==> src/rtl/vga_sync_monitor_if.sv <==
// Sync pair into the VGA sync monitor and its measurement/status outputs.
// master drives the sync lines; slave is the monitor.
interface vga_sync_monitor_if;
  logic        H_SYNC_IN;
  logic        V_SYNC_IN;
  logic [10:0] PIX_X;
  logic [9:0]  PIX_Y;
  logic [10:0] H_PERIOD;
  logic        H_ERR;
  logic        V_ERR;
  logic        LOCKED;

  modport master (
    output H_SYNC_IN, V_SYNC_IN,
    input  PIX_X, PIX_Y, H_PERIOD, H_ERR, V_ERR, LOCKED
  );

  modport slave (
    input  H_SYNC_IN, V_SYNC_IN,
    output PIX_X, PIX_Y, H_PERIOD, H_ERR, V_ERR, LOCKED
  );
endinterface

==> src/rtl/vga_sync_monitor.sv <==
// Receive-side VGA sync checker: measures H/V timing against the configured
// pattern, reconstructs pixel coordinates and reports lock after clean frames.
module vga_sync_monitor #(
  parameter int unsigned H_TOTAL     = 800,
  parameter int unsigned H_PULSE     = 96,
  parameter int unsigned V_TOTAL     = 525,
  parameter int unsigned V_PULSE     = 2,
  parameter int unsigned LOCK_FRAMES = 3
) (
  input logic               CLK,
  input logic               NRST,
  vga_sync_monitor_if.slave bus
);
  localparam int unsigned HW  = 11;
  localparam int unsigned VW  = 10;
  localparam int unsigned VSW = VW + 1;
  localparam int unsigned GW  = 3;

  localparam logic [HW-1:0]  H_MAX    = '1;
  localparam logic [VW-1:0]  V_MAX    = '1;
  localparam logic [HW-1:0]  H_END    = HW'(H_TOTAL - 1);
  localparam logic [HW-1:0]  H_PW_END = HW'(H_PULSE - 1);
  localparam logic [HW-1:0]  H_TO_PRE = HW'(2 * H_TOTAL - 2);
  localparam logic [VSW-1:0] V_LINES  = VSW'(V_TOTAL);
  localparam logic [VSW-1:0] V_PW     = VSW'(V_PULSE);
  localparam logic [GW-1:0]  G_LOCK   = GW'(LOCK_FRAMES);

  typedef enum logic [1:0] {
    ST_SEARCH  = 2'd0,
    ST_ACQUIRE = 2'd1,
    ST_LOCK    = 2'd2
  } state_t;

  logic [2:0]     h_sr, v_sr;
  logic           hfall, hrise, vfall, vrise;
  logic [HW-1:0]  h_cnt, h_period;
  logic [VW-1:0]  v_cnt;
  logic           h_seen;
  logic [VSW-1:0] v_lines;
  logic           h_viol, v_viol, any_viol, frame_ok;
  state_t         state, state_d;
  logic [GW-1:0]  gcnt, gcnt_d;
  logic           dirty, dirty_d;
  logic           h_err_q, h_err_d, v_err_q, v_err_d, locked_q, locked_d;

  // Two synchronizer stages plus one edge-detect stage per sync line
  always_ff @(posedge CLK or posedge NRST) begin
    if (NRST) begin
      h_sr <= '1;
      v_sr <= '1;
    end else begin
      h_sr <= {h_sr[1:0], bus.H_SYNC_IN};
      v_sr <= {v_sr[1:0], bus.V_SYNC_IN};
    end
  end

  assign hfall = h_sr[2] & ~h_sr[1];
  assign hrise = ~h_sr[2] & h_sr[1];
  assign vfall = v_sr[2] & ~v_sr[1];
  assign vrise = ~v_sr[2] & v_sr[1];

  // A coincident hfall belongs to the frame that vfall closes
  assign v_lines = {1'b0, v_cnt} + VSW'(hfall);

  // Timeout is raised on the edge h_cnt reaches 2*H_TOTAL-1; only an hfall can rearm it
  assign h_viol = (hfall && h_seen && (h_cnt != H_END))
               || (hrise && (h_cnt != H_PW_END))
               || (!hfall && (h_cnt == H_TO_PRE));
  assign v_viol = (vfall && (v_lines != V_LINES))
               || (vrise && (v_lines != V_PW));
  assign any_viol = h_viol | v_viol;
  assign frame_ok = vfall & ~dirty & ~any_viol;

  // Position counters and line period measurement, all saturating
  always_ff @(posedge CLK or posedge NRST) begin
    if (NRST) begin
      h_cnt    <= '0;
      v_cnt    <= '0;
      h_period <= '0;
      h_seen   <= 1'b0;
    end else begin
      if (hfall) begin
        h_cnt  <= '0;
        h_seen <= 1'b1;
        if (h_seen) h_period <= (h_cnt == H_MAX) ? H_MAX : h_cnt + HW'(1);
      end else if (h_cnt != H_MAX) begin
        h_cnt <= h_cnt + HW'(1);
      end
      if (vfall) v_cnt <= '0;
      else if (hfall && (v_cnt != V_MAX)) v_cnt <= v_cnt + VW'(1);
    end
  end

  always_ff @(posedge CLK or posedge NRST) begin
    if (NRST) begin
      state    <= ST_SEARCH;
      gcnt     <= '0;
      dirty    <= 1'b0;
      h_err_q  <= 1'b0;
      v_err_q  <= 1'b0;
      locked_q <= 1'b0;
    end else begin
      state    <= state_d;
      gcnt     <= gcnt_d;
      dirty    <= dirty_d;
      h_err_q  <= h_err_d;
      v_err_q  <= v_err_d;
      locked_q <= locked_d;
    end
  end

  always_comb begin
    state_d = state;
    case (state)
      ST_SEARCH:  if (vfall) state_d = ST_ACQUIRE;
      ST_ACQUIRE: if (frame_ok && ((gcnt + GW'(1)) == G_LOCK)) state_d = ST_LOCK;
      ST_LOCK:    if (any_viol) state_d = ST_SEARCH;
      default:    state_d = ST_SEARCH;
    endcase
  end

  // Errors are only reported once the stream has been acquired
  always_comb begin
    gcnt_d   = gcnt;
    dirty_d  = dirty | any_viol;
    h_err_d  = 1'b0;
    v_err_d  = 1'b0;
    locked_d = (state_d == ST_LOCK);
    case (state)
      ST_SEARCH: begin
        if (vfall) begin
          gcnt_d  = '0;
          dirty_d = 1'b0;
        end
      end
      ST_ACQUIRE: begin
        h_err_d = h_viol;
        v_err_d = v_viol;
        if (any_viol) gcnt_d = '0;
        else if (frame_ok) gcnt_d = gcnt + GW'(1);
        if (vfall) dirty_d = 1'b0;
      end
      ST_LOCK: begin
        h_err_d = h_viol;
        v_err_d = v_viol;
        if (any_viol) gcnt_d = '0;
        if (vfall) dirty_d = 1'b0;
      end
      default: ;
    endcase
  end

  assign bus.PIX_X    = h_cnt;
  assign bus.PIX_Y    = v_cnt;
  assign bus.H_PERIOD = h_period;
  assign bus.H_ERR    = h_err_q;
  assign bus.V_ERR    = v_err_q;
  assign bus.LOCKED   = locked_q;
endmodule

==> src/flat_wrapper.sv <==
// flat-port wrapper written by rule: the top's interface ports become plain ports
module vga_sync_monitor_flat 
#(
  parameter int unsigned H_TOTAL     = 800,
  parameter int unsigned H_PULSE     = 96,
  parameter int unsigned V_TOTAL     = 525,
  parameter int unsigned V_PULSE     = 2,
  parameter int unsigned LOCK_FRAMES = 3
)
  (CLK, NRST, bus_H_SYNC_IN, bus_V_SYNC_IN, bus_PIX_X, bus_PIX_Y, bus_H_PERIOD, bus_H_ERR, bus_V_ERR, bus_LOCKED);
  vga_sync_monitor_if bus_i ();
  input logic CLK;
  input logic NRST;
  input wire logic [$bits(bus_i.H_SYNC_IN)-1:0] bus_H_SYNC_IN;
  input wire logic [$bits(bus_i.V_SYNC_IN)-1:0] bus_V_SYNC_IN;
  output wire logic [$bits(bus_i.PIX_X)-1:0] bus_PIX_X;
  output wire logic [$bits(bus_i.PIX_Y)-1:0] bus_PIX_Y;
  output wire logic [$bits(bus_i.H_PERIOD)-1:0] bus_H_PERIOD;
  output wire logic [$bits(bus_i.H_ERR)-1:0] bus_H_ERR;
  output wire logic [$bits(bus_i.V_ERR)-1:0] bus_V_ERR;
  output wire logic [$bits(bus_i.LOCKED)-1:0] bus_LOCKED;
  assign bus_i.H_SYNC_IN = bus_H_SYNC_IN;
  assign bus_i.V_SYNC_IN = bus_V_SYNC_IN;
  assign bus_PIX_X = bus_i.PIX_X;
  assign bus_PIX_Y = bus_i.PIX_Y;
  assign bus_H_PERIOD = bus_i.H_PERIOD;
  assign bus_H_ERR = bus_i.H_ERR;
  assign bus_V_ERR = bus_i.V_ERR;
  assign bus_LOCKED = bus_i.LOCKED;
  vga_sync_monitor #(.H_TOTAL(H_TOTAL), .H_PULSE(H_PULSE), .V_TOTAL(V_TOTAL), .V_PULSE(V_PULSE), .LOCK_FRAMES(LOCK_FRAMES)) u_core (.CLK(CLK), .NRST(NRST), .bus(bus_i));
endmodule
==> config.mk <==
export PLATFORM = sky130hd
export DESIGN_NAME = vga_sync_monitor_flat
export DESIGN_NICKNAME = d
export VERILOG_FILES = /design/src/rtl/vga_sync_monitor_if.sv /design/src/rtl/vga_sync_monitor.sv /design/src/flat_wrapper.sv
export SDC_FILE = /design/constraint.sdc
export NUM_CORES = 1
export LEC_CHECK = 0
export BUFFER_PORTS_ARGS = -buffer_cell sky130_fd_sc_hd__buf_2
export CAP_MARGIN = 20
export CORE_ASPECT_RATIO = 1.25
export CORE_MARGIN = 5
export CORE_UTILIZATION = 57
export CTS_CLUSTER_DIAMETER = 60
export DETAILED_ROUTE_END_ITERATION = 8
export GPL_ROUTABILITY_DRIVEN = 0
export GPL_TIMING_DRIVEN = 0
export HOLD_SLACK_MARGIN = 0.12
export PLACE_DENSITY = 0.88
export SYNTH_ARGS = -nofsm -noshare
export SYNTH_HDL_FRONTEND = slang
export SYNTH_SLANG_ARGS = --single-unit
==> constraint.sdc <==
create_clock -name CLK -period 8.6 [get_ports CLK]
set_clock_uncertainty 0.05 [all_clocks]
set_input_delay 0.43 -clock CLK [delete_from_list [all_inputs] [get_ports CLK]]
set_output_delay 0.43 -clock CLK [all_outputs]
set_load 0.02 [all_outputs]
* Word level (Yosys, flattened, before mapping)
Index checks and enable logic that the tools add are counted.
** Storage, ports and cells
- Bits in registers :: 48
- Output and inout port bits :: 35
- Word-level logic and storage cells :: 83
- Input port bits :: 4
** Cells by class
- Eq/ne operators :: 15
- Reductions and logical operators :: 20
- $add $sub $neg :: 4
- Bitwise gates (word level) :: 14
- Multiplexer cells :: 18
** Operator list (number)
- 11-bit 2-to-1 mux :: 3
- 11-bit == test, second input constant :: 2
- 11-bit by 10-bit != test with 1-bit output, second input constant :: 2
- 10-bit 2-to-1 mux :: 2
- 3-bit 2-to-1 mux :: 4
- 10-bit by 1-bit adder with 11-bit output :: 1
- 11-bit by 1-bit adder with 11-bit output, second input constant :: 1
- 11-bit != test, second input constant :: 1
- 11-bit by 2-bit != test with 1-bit output, second input constant :: 1
- 11-bit by 7-bit != test with 1-bit output, second input constant :: 1
- 10-bit by 1-bit adder with 10-bit output, second input constant :: 1
- 10-bit != test, second input constant :: 1
- 3-bit case mux with 3 select lines :: 1
- 1-bit logical AND :: 8
- 1-bit bitwise AND :: 6
- 2-bit 2-to-1 mux :: 3
- 1-bit inverter :: 6
- 2-bit case mux with 3 select lines :: 1
- 2-bit == test, second input constant :: 2
- 1-bit 2-to-1 mux :: 4
- 2-bit by 1-bit != test with 1-bit output, second input constant :: 2
- 4-bit AND reduction :: 1
- 2-bit nonzero test :: 2
- 3-bit by 1-bit adder with 3-bit output, second input constant :: 1
- other kinds (11) :: 14

* Depth between registers and ports, before layout
Gate-level depths: netlist of the first run.
- Word-level depth :: 13
- Gate-level depth with buffers :: 11
- Depth with buffers taken out :: 10

* Worst setup path after synthesis of the first run
Ideal clock, no wire load.
- Kind :: flip-flop to flip-flop
- Start :: register u_core.h_sr[2]
- End :: register u_core.locked_q (netlist: u_core.bus.LOCKED)
- Required time :: 8477 ps
- Cell stages (with the launch flop) :: 11
- Buffers on the path :: 1
- Setup time :: 73 ps
- Path slack :: 5584 ps
- Arrival time :: 2893 ps
- Cells stage by stage :: dfstp_2 -> nor2b_1 -> clkbuf_1 -> ha_1 -> ha_1 -> and3_1 -> a31oi_1 -> or3_1 -> or3_1 -> a221oi_2 -> nor2b_1
** On the way
- Word-level cells in the longest chain between the ends :: 12
** Ends and longest elaborated chain
- start, declared :: RTL line vga_sync_monitor.sv:34 : logic [2:0] h_sr, v_sr;
- start signal, assigned :: RTL line vga_sync_monitor.sv:52 : h_sr <= {h_sr[1:0], bus.H_SYNC_IN};
- 1-bit bitwise AND * :: RTL line vga_sync_monitor.sv:57 : assign hfall = h_sr[2] & ~h_sr[1];
- via u_core.hfall :: RTL line vga_sync_monitor.sv:35 : logic hfall, hrise, vfall, vrise;
- 10-bit by 1-bit adder with 11-bit output / 1-bit logical AND (equally long branches) :: RTL line vga_sync_monitor.sv:63, vga_sync_monitor.sv:66
- 11-bit by 10-bit != test with 1-bit output, or another cell as far along :: RTL line vga_sync_monitor.sv:69 : assign v_viol = (vfall && (v_lines != V_LINES))
- 1-bit logical AND, or another cell as far along :: RTL line vga_sync_monitor.sv:69
- 1-bit logical OR, on equally long branches :: RTL line vga_sync_monitor.sv:70, vga_sync_monitor.sv:68
- 1-bit OR * :: RTL line vga_sync_monitor.sv:71 : assign any_viol = h_viol | v_viol;
- 1-bit inverter :: RTL line vga_sync_monitor.sv:72 : assign frame_ok = vfall & ~dirty & ~any_viol;
- 1-bit bitwise AND :: RTL line vga_sync_monitor.sv:72
- 1-bit logical AND :: RTL line vga_sync_monitor.sv:116 : ST_ACQUIRE: if (frame_ok && ((gcnt + GW'(1)) == G_LOCK)) state_d = ST_LOCK;
- 2-bit 2-to-1 mux :: RTL line vga_sync_monitor.sv:116
- 2-bit case mux with 3 select lines * :: RTL line vga_sync_monitor.sv:114 : case (state)
- via u_core.state_d[1] :: RTL line vga_sync_monitor.sv:41 : state_t state, state_d;
- 2-bit == test * :: RTL line vga_sync_monitor.sv:128 : locked_d = (state_d == ST_LOCK);
- via u_core.locked_d :: RTL line vga_sync_monitor.sv:44 : logic h_err_q, h_err_d, v_err_q, v_err_d, locked_q, locked_d;
- end signal, assigned :: RTL line vga_sync_monitor.sv:108 : locked_q <= locked_d;
- end, declared :: RTL line vga_sync_monitor.sv:44
Mark *: on every way through the listed nets, which the timed path passes. The rest lies on a longest branch.
A chain may end at the register's enable or synchronous reset.

* Worst setup path in the final report of the first run
Same ends and word-level chain as after synthesis.

==> results of run 1 <==
==> worst max-delay path by stage <==
stage / startpoint / depth (start not counted) / endpoint
2_1_floorplan: u_core.h_sr[2] / 10 / u_core.bus.LOCKED
3_5_place_dp: u_core.h_sr[2] / 10 / u_core.bus.LOCKED
6_report: u_core.h_sr[2] / 10 / u_core.bus.LOCKED
3_3_place_gp: u_core.h_sr[2] / 10 / u_core.bus.LOCKED
5_1_grt: u_core.h_sr[2] / 10 / u_core.gcnt[1]
4_1_cts: u_core.h_sr[2] / 10 / u_core.bus.LOCKED
==> registers in the layout (all words and copies together), names as in the netlist <==
signal               count
u_core.bus.H_PERIOD     11
u_core.bus.PIX_X        11
u_core.bus.PIX_Y        10
u_core.gcnt              3
u_core.h_sr              3
u_core.v_sr              3
u_core.state             2
u_core.bus.H_ERR         1
u_core.bus.LOCKED        1
u_core.bus.V_ERR         1
u_core.dirty             1
u_core.h_seen            1
==> critical path, delay by kind of cell (launching register included) <==
family          cells  cell delay (ns)
fa+ha+maj           2             0.48
simple gates        5             1.43
compound gates      2             0.44
buf+inv             1             0.49
flops               1             0.54
==> layer usage <==
| metal | routed length, um | track usage |
|---|---|---|
| met5 | 0 | 0 |
| met4 | 98 | 0.0851 |
| met3 | 275 | 0.0391 |
| met2 | 2440 | 0.294 |
| met1 | 2090 | 0.264 |
==> power groups by stage <==
stage	Clock (W)	Combinational, W	Sequential (W)
3_5_place_dp	0	0.000136	0.000280
5_1_grt	0.000153	0.000154	0.000280
3_3_place_gp	0	0.000130	0.000278
2_1_floorplan	0	0.0000702	0.000301
4_1_cts	0.000145	0.000137	0.000275
6_report	0.000140	0.000136	0.000275
==> area by class of cell <==
| type | count | area [um2] | share of cell area |
|---|---|---|---|
| Sequential cell | 48 | 1210 | 0.422 |
| Multi-Input combinational cell | 180 | 1160 | 0.407 |
| Timing Repair Buffer | 40 | 220 | 0.0770 |
| Clock buffer | 6 | 82.6 | 0.0289 |
| Tap cell | 56 | 70.1 | 0.0245 |
| Buffer | 9 | 56.3 | 0.0197 |
| Inverter | 12 | 45.0 | 0.0157 |
| Clock inverter | 2 | 15.0 | 0.00525 |
==> cell families (layout without fill, tap and decap cells) <==
kind of cell               after synthesis  in the layout  synth area share
muxes                                    2              2           0.00809
and+or+nand+nor                        105            105             0.221
adders and majority gates               12             12            0.0607
DFF                                     48             48             0.489
xor gates and xnor gates                21             21            0.0744
AOI/OAI and AO/OA                       40             40             0.106
buffers and inverters                   21             69            0.0410
==> timing repair <==
| action | CTS | global route |
|---|---|---|
| hold buffers | 1 | 0 |
| resized for setup | 0 | 0 |
| hold endpoints to repair | 11 | 0 |
==> layout by cell type (no fill, tap or decap), types with 4 or more instances in the layout <==
master	instances
xor2_1	11
nand3_1	10
buf_2	38
inv_1	11
nand2_1	13
nor3_1	4
a21oi_1	7
a31oi_1	7
nor2b_1	4
and3_1	5
nand4_1	10
xnor2_1	10
dfrtp_1	42
clkbuf_1	5
dfstp_2	6
nand2b_1	5
o21ai_0	11
nor2_1	35
ha_1	12
clkbuf_8	6
==> through the flow <==
step	setup slack, ns	std cells
3_3_place_gp	5.21	343
2_1_floorplan	5.58	249
3_5_place_dp	5.16	344
6_report	5.11	353
5_1_grt	4.87	353
4_1_cts	5.13	353
==> qor.yml, run 1 <==
outcome:
  status: "finished, final reports clean"
worst_setup_path:
  required_ns: 8.79
  worstRegToRegCells: 10
  crit_fanout: 11
  cp_data_arrival_time_ns: 3.68
  crit_path_max_incr_delay_ns: 0.54
  slowest_stage: "dfstp_2"
  end_kind: "register"
  r2r_slack_ns: 5.11
  path_class: "reg -> reg"
  cp-start-kind: "register"
  path_cells: "nor2b_1 > clkbuf_1 > ha_1 > ha_1 > and3_1 > a31oi_1 > or3_1 > or3_1 > a221oi_2 > nor2b_1"
  r2r-start: "u_core.h_sr[2]"
  r2r-end: "u_core.bus.LOCKED"
final_layout:
  drive_above_1_share: 0.212
  syn_to_final_growth_pct: 15.7
  fin_area_um2: 2860
  final_nets: 312
  antenna_cells: 0
  fin_util: 0.693
  n_fill_cell: 345
sta:
  setup_viol: 0
  max-slew-margin-rel: 0.371
  hold_slack_ns: 0.167
  max_freq_mhz: 286
  min_period_ns: 3.49
  grt_setup_unrepaired: "no"
  worst_pin_slew_ns: 0.937
  final-max-slew-violation-count: 0
  hold_viol_final: 0
  finalSetupTns_ns: 0
  post-route-period-util: 0.406
clock_tree:
  clkTransAtPathRegs_ns: 0.08
  clock_latency_ns: 0.31
  htreeDepth: 2
  clockBufferDepth: 2
  numCtsBuffers: 5
  cts_num_sinks: 48
  cts_tree: "built"
  cts_root_buffer: "clkbuf_8"
  post_cts_buffers: 0
placement:
  placedInstanceArea_um2: 2750
  io_buffers: 38
  dpl.hpwl_um: 3640
detailed_routing:
  drt_wl_total_um: 4910
  post_drt_wl_per_cell_um: 13.9
  routed-via-count: 1957
  drc: 0
  drt_first_iter_violations: 138
  viasPerCell: 5.54
  dr.pass1.iters: 4
  drtAntennaViolNets: 0
pwr:
  clkPwrFrac: 0.253
  p_leak_nw: 1.37
  power_w: 0.000551
  pwr-share-seq: 0.500
  swShare: 0.336
  p_sw_w: 0.000185
  vdd_ir_drop_max_v: 0.000135
  p_comb_frac: 0.247
  powerDensity_nw_per_um2: 193
  intPower_w: 0.000366
global_routing:
  grt_max_degree: 38
  gr-total-overflow: 0
  grt.total_usage: 0.194
  grt_pass1_wl_um: 8710
  antenna_found_initial: 0
  grt_pass1_vias: 1917
run:
  max-cap-violations: 0
synthesis:
  ys_types: 45
  synth.ff_latch_count: 48
  yosysMostFrequentCell: "dfrtp_1"
  yosysTopAreaCell: "dfrtp_1"
  synth_ff_type: "dfrtp_1"
  synthesis.area_um2: 2470
  synth.area.top_cells: "dfrtp_1, dfstp_2, ha_1"
  synth_nets: 265
  synth-seq-area-share: 0.489
  synth_top_area_share: 0.425
  synth_cells: 249
  netlist_top_cells_count: "dfrtp_1, nor2_1, nand2_1, ha_1, inv_1"
  ys_warn_count: 0
  synth-edff-count: 0
  avgSynthCellArea_um2: 9.93
  ys_async_sr_fraction: 1.00
floorplanning:
  dieHeight_um: 83.7
  die_width_um: 68.9
  coreArea_um2: 4130
  rows: 26
  die_area_um2: 5770
  boundaryPins: 39
  initial_core_util: 0.599
min_path:
  hold_path_class: "in -> reg"
  worstHoldStart: "bus_H_SYNC_IN"
  whs_path_depth: 1
  holdPathEnd: "u_core.h_sr[0]"
(Power assumes the default switching activity.)
==> run 2, diff against run 1 <==
--- a/config.mk
+++ b/config.mk
@@ -9,13 +9,13 @@
 export CAP_MARGIN = 20
 export CORE_ASPECT_RATIO = 1.25
 export CORE_MARGIN = 5
-export CORE_UTILIZATION = 57
+export CORE_UTILIZATION = 51
 export CTS_CLUSTER_DIAMETER = 60
 export DETAILED_ROUTE_END_ITERATION = 8
 export GPL_ROUTABILITY_DRIVEN = 0
 export GPL_TIMING_DRIVEN = 0
 export HOLD_SLACK_MARGIN = 0.12
-export PLACE_DENSITY = 0.88
+export PLACE_DENSITY = 0.84
 export SYNTH_ARGS = -nofsm -noshare
 export SYNTH_HDL_FRONTEND = slang
 export SYNTH_SLANG_ARGS = --single-unit
==> constraint.sdc (replaced) <==
create_clock -name CLK -period 3.2 [get_ports CLK]
set_clock_uncertainty 0.05 [all_clocks]
set_input_delay 0.16 -clock CLK [delete_from_list [all_inputs] [get_ports CLK]]
set_output_delay 0.16 -clock CLK [all_outputs]
set_load 0.02 [all_outputs]
==> run 2 against run 1 <==
Effect of this change:
- die area grew 10%
- cell area rose by 2.7%
- maximum frequency increased by 17%
- flip-flop and latch count unchanged
- clock power rose to 3.1 times the previous value
- critical endpoint unchanged
==> qor.yml, run 2 (synthesis results as in run 1) <==
outcome:
  status: "finished, final reports clean"
detailed_routing:
  wl_met3_um: 180
  met2_wirelength_um: 2780
  routed-via-count: 1995
  drc: 0
  drt_wl_total_um: 5270
  drt_first_iter_violations: 106
  top_layer: "met4"
  dr.pass1.iters: 4
  drtAntennaViolNets: 0
  post_drt_wl_per_cell_um: 14.6
  viasPerCell: 5.53
  m1WireLength_um: 2250
final_layout:
  final_cell_mix: "dfrtp_1, buf_2, nor2_1"
  final_nets: 316
  fin_area_um2: 2940
  layout_commonest_cell: "dfrtp_1"
  syn_to_final_growth_pct: 18.8
  antenna_cells: 0
  drive_above_1_share: 0.226
  n_fill_cell: 402
clock_tree:
  clockBufferDepth: 2
  htreeDepth: 2
  cts_tree: "built"
  numCtsBuffers: 5
  cts_num_sinks: 48
  cts_root_buffer: "clkbuf_8"
  clkTransAtPathRegs_ns: 0.09
  clock_latency_ns: 0.30
worst_setup_path:
  worstRegToRegCells: 10
  r2r-end: "u_core.bus.LOCKED"
  cp-start-kind: "register"
  end_kind: "register"
  r2r-start: "u_core.h_sr[2]"
  r2r_slack_ns: 0.21
  startpoint: "u_core.h_sr[2]"
  crit_fanout: 11
  required_ns: 3.39
  path_class: "reg -> reg"
  cp_data_arrival_time_ns: 3.18
sta:
  post-route-period-util: 0.935
  setup_viol: 0
  worst_pin_slew_ns: 1.05
  min_period_ns: 2.99
  max-slew-margin-rel: 0.292
  grt_setup_unrepaired: "no"
  final-max-slew-violation-count: 0
  hold_viol_final: 0
  max_freq_mhz: 334
  hold_slack_ns: 0.308
floorplanning:
  dieHeight_um: 87.9
  die_area_um2: 6350
  boundaryPins: 39
  rows: 28
  initial_core_util: 0.523
  die_width_um: 72.3
  coreArea_um2: 4730
global_routing:
  grt.total_usage: 0.177
  grt_pass1_wl_um: 8960
  gr-total-overflow: 0
  grt_max_degree: 34
  antenna_found_initial: 0
  grt_pass1_vias: 1959
placement:
  dpl.hpwl_um: 3780
  io_buffers: 38
  placedInstanceArea_um2: 2760
run:
  max-cap-violations: 0
pwr:
  powerDensity_nw_per_um2: 531
  power_w: 0.00156
  vdd_ir_drop_max_v: 0.000451
  p_leak_nw: 1.41
min_path:
  hold_path_class: "in -> async"
==> run 2: cell count changes in the layout (fill, tap and decap cells not counted), sizes merged <==
| cell | previous run | this run |
|---|---|---|
| buf | 43 | 46 |
| bufinv | 0 | 1 |
| clkbuf | 11 | 10 |
| clkinv | 0 | 1 |
| clkinvlp | 2 | 0 |
| dlygate4sd3 | 1 | 3 |
==> run 2: power by group <==
group	leakage, nW	internal (W)	switching, W	total (W)
clock network	0.0552	0.000232	0.000199	0.000431
registers	0.622	0.000673	0.0000718	0.000745
logic	0.733	0.000145	0.000239	0.000384
total	1.41	0.00105	0.000510	0.00156
==> run 2: what timing repair did <==
item | in CTS | in global routing
endpoints found under the hold margin | 44 | 0
pin swaps | 0 | 0
hold buffers | 3 | 0
setup buffers | 0 | 2
gates resized for setup | 3 | 5
setup endpoints to repair | 6 | 5
==> run 2: final cells by class <==
cell class,count,area (um2),share of cell area
timing repair buffer,44,255,0.0868
buffer,9,63.8,0.0217
clock inverter,2,35.0,0.0119
multi-input combinational,180,1180,0.403
clock buffer,6,72.6,0.0247
tap,60,75.1,0.0255
inverter,12,45.0,0.0153
sequential,48,1210,0.411
==> run 2: worst max-delay path by stage <==
stage	depth (start not counted)	end	slack [ns]
floorplan	10	u_core.bus.LOCKED	0.18
global placement	10	u_core.bus.LOCKED	-0.20
detailed placement	10	u_core.bus.LOCKED	-0.25
CTS	10	u_core.bus.LOCKED	0.08
global route	10	u_core.bus.LOCKED	0.03
finish	10	u_core.bus.LOCKED	0.21
==> run 2: metrics by stage <==
step,cells,utilization,TNS [ns],setup slack [ns]
2_1_floorplan,249,-,0,0.184
3_3_place_gp,347,0.579,-0.681,-0.200
3_5_place_dp,348,0.583,-0.896,-0.252
4_1_cts,359,0.614,0,0.0822
5_1_grt,361,0.621,0,0.0304
6_report,361,0.621,0,0.209
==> run 2: critical path: stages, from the launching register on <==
cell	delay, ns
dfstp_2	0.55
nor2b_4	0.20
buf_6	0.17
ha_1	0.15
ha_1	0.22
and3_1	0.21
a31oi_1	0.14
or3_1	0.39
or3_1	0.37
a221oi_2	0.31
nor2b_1	0.15
==> run 2: routing by layer <==
metal	vias to the layer above	track usage
met5	-	0
met4	0	0.0632
met3	4	0.0344
met2	32	0.308
met1	990	0.216
li1	969	-
